**config.mk**
```make
export PLATFORM = sky130hd
export DESIGN_NAME = seq_alu
export DESIGN_NICKNAME = d
export VERILOG_FILES = /design/src/rtl/seq_alu.sv
export SDC_FILE = /design/constraint.sdc
export NUM_CORES = 1
export LEC_CHECK = 0
export CAP_MARGIN = 40
export CORE_MARGIN = 5
export CORE_UTILIZATION = 37
export CTS_CLUSTER_SIZE = 12
export DETAILED_ROUTE_END_ITERATION = 8
export PLACE_DENSITY = 0.67
export RECOVER_POWER = 100
export SYNTH_ARGS = -nofsm -noshare
export SYNTH_HDL_FRONTEND = slang
export SYNTH_SLANG_ARGS = --single-unit
```
**constraint.sdc**
```tcl
create_clock -name Clock -period 5.4 [get_ports Clock]
set_input_delay 1.62 -clock Clock [delete_from_list [all_inputs] [get_ports Clock]]
set_output_delay 1.62 -clock Clock [all_outputs]
set_load 0.005 [all_outputs]
```
**src/rtl/seq_alu.sv**
```systemverilog
// rtl/seq_alu.sv - sequential ALU with valid/ready handshake and optional iterative multiplier (macro SEQ_ALU_MUL_EN)
module seq_alu #(
    parameter int WIDTH = 16
) (
    input  logic             Clock,
    input  logic             Reset,
    input  logic             InValid,
    output logic             InReady,
    input  logic [3:0]       Opcode,
    input  logic [WIDTH-1:0] OperandA,
    input  logic [WIDTH-1:0] OperandB,
    output logic             OutValid,
    input  logic             OutReady,
    output logic [WIDTH-1:0] Result,
    output logic             Carry,
    output logic             Overflow,
    output logic             Zero,
    output logic             Negative,
    output logic             Illegal,
    output logic             Busy
);

    localparam int H = WIDTH / 2;

    localparam logic [1:0] IDLE = 2'd0;
    localparam logic [1:0] DONE = 2'd2;
`ifdef SEQ_ALU_MUL_EN
    localparam logic [1:0] EXEC = 2'd1;
`endif

    localparam logic [3:0] OP_ADD  = 4'h0;
    localparam logic [3:0] OP_SUB  = 4'h1;
    localparam logic [3:0] OP_AND  = 4'h2;
    localparam logic [3:0] OP_OR   = 4'h3;
    localparam logic [3:0] OP_XOR  = 4'h4;
    localparam logic [3:0] OP_NOT  = 4'h5;
    localparam logic [3:0] OP_SETH = 4'h6;
    localparam logic [3:0] OP_SETL = 4'h7;
    localparam logic [3:0] OP_EQ   = 4'h8;
    localparam logic [3:0] OP_LT   = 4'h9;
    localparam logic [3:0] OP_GT   = 4'hA;
`ifdef SEQ_ALU_MUL_EN
    localparam logic [3:0] OP_MUL  = 4'hB;
`endif

    generate
        if (WIDTH < 8 || (WIDTH % 2) != 0) begin : g_width_check
            $error("seq_alu: WIDTH must be even and at least 8");
        end
    endgenerate

    logic [1:0]       state;
    logic             accept;
    logic [WIDTH:0]   add_ext;
    logic [WIDTH:0]   sub_ext;
    logic [WIDTH-1:0] alu_res;
    logic             alu_c;
    logic             alu_v;
    logic             alu_ill;

    assign InReady  = (state == IDLE) || ((state == DONE) && OutReady);
    assign accept   = InValid && InReady;
    assign OutValid = (state == DONE);

`ifdef SEQ_ALU_MUL_EN
    localparam int CW = $clog2(WIDTH + 1);

    // Shift-add multiplier: hi accumulates partial sums, lo starts as the
    // multiplier and is shifted out one bit per iteration, so after WIDTH
    // iterations {hi, lo} holds the full 2*WIDTH product.
    logic [CW-1:0]    cnt;
    logic [WIDTH-1:0] mcand;
    logic [WIDTH-1:0] prod_hi;
    logic [WIDTH-1:0] prod_lo;
    logic [WIDTH:0]   step_sum;

    // One multiplier step: conditionally add the multiplicand into the high half
    always_comb begin
        step_sum = {1'b0, prod_hi} + (prod_lo[0] ? {1'b0, mcand} : '0);
    end

    // Busy covers the WIDTH iteration cycles, not the final flag-latch cycle
    assign Busy = (state == EXEC) && (cnt != CW'(WIDTH));
`else
    assign Busy = 1'b0;
`endif

    // Single-cycle datapath evaluated on the incoming operands
    always_comb begin
        add_ext = {1'b0, OperandA} + {1'b0, OperandB};
        sub_ext = {1'b0, OperandA} - {1'b0, OperandB};
        alu_res = '0;
        alu_c   = 1'b0;
        alu_v   = 1'b0;
        alu_ill = 1'b0;
        case (Opcode)
            OP_ADD: begin
                alu_res = add_ext[WIDTH-1:0];
                alu_c   = add_ext[WIDTH];
                alu_v   = (OperandA[WIDTH-1] == OperandB[WIDTH-1]) &&
                          (add_ext[WIDTH-1] != OperandA[WIDTH-1]);
            end
            OP_SUB: begin
                alu_res = sub_ext[WIDTH-1:0];
                alu_c   = sub_ext[WIDTH];
                alu_v   = (OperandA[WIDTH-1] != OperandB[WIDTH-1]) &&
                          (sub_ext[WIDTH-1] != OperandA[WIDTH-1]);
            end
            OP_AND:  alu_res = OperandA & OperandB;
            OP_OR:   alu_res = OperandA | OperandB;
            OP_XOR:  alu_res = OperandA ^ OperandB;
            OP_NOT:  alu_res = ~OperandA;
            OP_SETH: alu_res = {OperandA[H-1:0], OperandB[H-1:0]};
            OP_SETL: alu_res = {OperandB[WIDTH-1:H], OperandA[H-1:0]};
            OP_EQ:   alu_res = {{(WIDTH-1){1'b0}}, OperandA == OperandB};
            OP_LT:   alu_res = {{(WIDTH-1){1'b0}}, OperandA <  OperandB};
            OP_GT:   alu_res = {{(WIDTH-1){1'b0}}, OperandA >  OperandB};
            default: alu_ill = 1'b1;
        endcase
    end

    // Control FSM plus result/flag registers; result regs only change when a
    // new result is loaded, so they hold steady under backpressure
    always_ff @(posedge Clock or posedge Reset) begin
        if (Reset) begin
            state    <= IDLE;
            Result   <= '0;
            Carry    <= 1'b0;
            Overflow <= 1'b0;
            Zero     <= 1'b0;
            Negative <= 1'b0;
            Illegal  <= 1'b0;
`ifdef SEQ_ALU_MUL_EN
            cnt      <= '0;
            mcand    <= '0;
            prod_hi  <= '0;
            prod_lo  <= '0;
`endif
        end else begin
            case (state)
                IDLE, DONE: begin
                    if (accept) begin
`ifdef SEQ_ALU_MUL_EN
                        if (Opcode == OP_MUL) begin
                            state   <= EXEC;
                            cnt     <= '0;
                            mcand   <= OperandA;
                            prod_hi <= '0;
                            prod_lo <= OperandB;
                        end else
`endif
                        begin
                            state    <= DONE;
                            Result   <= alu_res;
                            Carry    <= alu_c;
                            Overflow <= alu_v;
                            Zero     <= (alu_res == '0);
                            Negative <= alu_res[WIDTH-1];
                            Illegal  <= alu_ill;
                        end
                    end else if (state == DONE && OutReady) begin
                        state <= IDLE;
                    end
                end
`ifdef SEQ_ALU_MUL_EN
                EXEC: begin
                    if (cnt == CW'(WIDTH)) begin
                        state    <= DONE;
                        Result   <= prod_lo;
                        Carry    <= 1'b0;
                        Overflow <= (prod_hi != '0);
                        Zero     <= (prod_lo == '0);
                        Negative <= prod_lo[WIDTH-1];
                        Illegal  <= 1'b0;
                    end else begin
                        cnt     <= cnt + CW'(1);
                        prod_hi <= step_sum[WIDTH:1];
                        prod_lo <= {step_sum[0], prod_lo[WIDTH-1:1]};
                    end
                end
`endif
                default: state <= IDLE;
            endcase
        end
    end

endmodule

```
==> metrics.md <==
| Metric | Value |
|---|---|
| Internal power | `427 µW` |
| Warnings from Yosys | `0` |
| Post-Synthesis Cells | `550` |
| Critical path arrival | `5.35 ns` |
| Area leader, netlist | `ha_1` |
| Combinational share of power | `60.7%` |
| Sw frac | `42.3%` |
| Post-synthesis cell type count | `75` |
| Drt first-iter violations | `664` |
| Largest net degree at the start of global routing | `22` |
| Bufs on Longest Clock Path | `2` |
| N_diodes | `0` |
| Via/cell ratio | `6.10` |
| CTS Buf Count | `3` |
| Period utilisation layout | `96.3%` |
| Top post-synthesis cells by area | `ha_1 15%, dfrtp_1 13%, a21oi_1 6.1%` |
| Die Wd | `114 µm` |
| Sequential-to-total area share from yosys stat | `13.0%` |
| Placer congestion estimate | `1.00` |
| Die area | `13100 µm²` |
| Leak | `2.18 nW` |
| Post-synth EDFFs | `0` |
| Critical Path RT | `5.55 ns` |
| Sw power | `313 µW` |
| Initial antenna violation count | `0` |
| Final Hold Viols | `0` |
| Drt wl/cell | `20.0 µm` |
| Mapped Avg Cell Area | `7.32 µm²` |
| Layout Skew | `0.000531 ns` |
| Synth Cell Area | `4030 µm²` |
| Die Y | `114 µm` |
| CTS sink cnt | `21` |
| Post-CTS Setup Bufs | `0` |
| Area Growth Syn to Fin | `21.6%` |
| Share of Yosys cell area claimed by the top area cell type | `14.9%` |
| Maxcap violations | `0` |
| Outcome | `finished, final reports clean` |
| Post-synthesis sequential element count | `21` |
| DRC | `0` |
| Drt pass-1 iters | `5` |
| Initial Utilization | `37.5%` |
| Startpoint Class | `input pin` |
| Kind of end point of the critical path | `register` |
| IO Pins | `64` |
| R2R setup slack | `2.99 ns` |
| CTS clk-pin slew, worst paths | `0.07 ns` |
| First-pass GRT wire length | `23400 µm` |
| Achievable Freq | `192 MHz` |
| Port bufs | `62` |
| CTS tree | `built` |
| Layout cells sized above 1 | `8.96%` |
| Drt total wl | `15100 µm` |
| Total number of vias | `4599` |
| Setup violations, final | `0` |
| Final setup TNS | `0 ns` |
| Total power per unit cell area | `151 nW/µm²` |
| Fin Hold WS | `0.478 ns` |
| Worst IR Drop VDD | `0.112 mV` |
| Rel. slew slack | `12.6%` |
| Max-slew violations | `0` |
| DPL Wire Length | `12500 µm` |
| Post-CTS resize count | `0` |
| FFs w/ async S/R, synth | `100%` |
| Core ar. | `10700 µm²` |
| Critical path class | `in2reg` |
| Part of the power in registers | `26.1%` |
| Worst hold path type | `reg2reg` |
| RSZ-0062 raised after global routing | `no` |
| Vias in the first global route | `4358` |
| FP Rows | `38` |
| Nets | `705` |
| H-tree lvl count | `1` |
| Hold_buf cts | `0` |
| Top FF cell, synth | `dfrtp_1` |
| Clk Latency, worst-skew pair | `0.25 ns` |
| Clock root buffer | `clkbuf_8` |
| Most frequent cells after synthesis | `49 x a21oi_1, 49 x inv_1, 49 x nand2_1` |
| Clock Power Share | `13.2%` |
| Max FO, Critical Path | `4` |
| Routed Antenna Nets | `0` |
| Worst-Margin Slew | `1.30 ns` |
| Syn nets | `640` |
| Gr ovfl total | `0` |
| Total track usage | `22.4%` |
| Crit path time final | `5.20 ns` |
[worst max-delay path, cell delays in order]
cell and delay (ns):
dlygate4sd3_1 0.66, inv_1 0.14, ha_1 0.18, inv_1 0.06, fa_1 0.41, nor2b_1 0.17
o21ai_1 0.25, nand3_1 0.20, a221o_1 0.37, a21oi_1 0.15, a22o_1 0.22, nand4_1 0.12
or4b_1 0.50, o41ai_2 0.29
[layout make-up]
type | count | area (µm²)
Timing Repair Buffer | 96 | 865
Tap cell | 140 | 175
Fill cell | 1118 | 5850
Clock buffer | 4 | 45.0
Sequential cell | 21 | 526
Inverter | 51 | 191
Multi-Input combinational cell | 442 | 3090
[path summary, 6_finish.rpt]
check	from	end	cells after the start
min in group asynchronous	Reset	Result[1]	2
setup reg to reg	state[1]	Zero	7
setup / recovery	OperandA[0]	Zero	14
max in group asynchronous	Reset	Result[13]	2
hold / removal	Result[12]	Result[12]	2
hold reg to reg	Result[12]	Result[12]	2
[power by group through the flow]
stage                     Combinational (mW)  Sequential, mW  Clock, mW
final                                  0.449           0.193     0.0975
after global routing                   0.486           0.196      0.106
after CTS                              0.455           0.195      0.101
after detailed placement               0.452           0.198          0
after global placement                 0.448           0.196          0
after floorplan                        0.264           0.198          0
[layout by cell type (no fill, tap or decap), types with 8 or more instances in the layout]
| cell | Yosys | routed |
|---|---|---|
| a211oi_1 | 10 | 10 |
| a21o_1 | 9 | 9 |
| a21oi_1 | 49 | 49 |
| a22o_1 | 12 | 12 |
| a22oi_1 | 8 | 8 |
| buf_4 | 6 | 31 |
| clkdlybuf4s50_1 | 0 | 34 |
| dfrtp_1 | 21 | 21 |
| dlygate4sd3_1 | 0 | 28 |
| ha_1 | 48 | 48 |
| inv_1 | 49 | 49 |
| nand2_1 | 49 | 49 |
| nand3_1 | 9 | 9 |
| nor2_1 | 46 | 46 |
| nor2b_1 | 8 | 8 |
| nor3_1 | 7 | 8 |
| o21ai_0 | 32 | 32 |
[per-stage QoR]
step | power [mW] | utilization (%) | cells | worst slack, ns | instance area (µm²)
after floorplan | 0.463 | - | 550 | 1.10 | 4030
after global placement | 0.645 | 45.3 | 749 | 0.197 | 4870
after detailed placement | 0.650 | 45.4 | 750 | 0.102 | 4880
after CTS | 0.750 | 45.8 | 754 | 0.373 | 4920
after global routing | 0.789 | 45.6 | 754 | 0.0857 | 4900
final | 0.740 | 45.6 | 754 | 0.199 | 4900
[metal layers]
metal  GRT usage, %  vias to the layer above  wire length, µm
met5              0                        -                0
met4           7.36                        0              523
met3           4.44                       48             1430
met2           37.2                      261             6810
met1           29.2                     2133             6330
li1               -                     2157                -
[state kept, by name, summed over array words and instances (netlist names)]
signal and cells:
Carry 1, state 1, Result 16, Zero 1, Overflow 1, Illegal 1
[cells by family after synthesis]
family	after synthesis	share of synthesized area [%]
AO/OA/AOI/OAI	202	35.4
AND/OR/NAND/NOR	172	21.6
buffers and inverters	87	9.82
adder cells (fa/ha/maj)	50	15.9
flip-flops	21	13.0
multiplexers	9	2.39
XOR/XNOR	8	1.74
other	1	0.0931
Note: power is estimated with default switching activity, not from simulation.
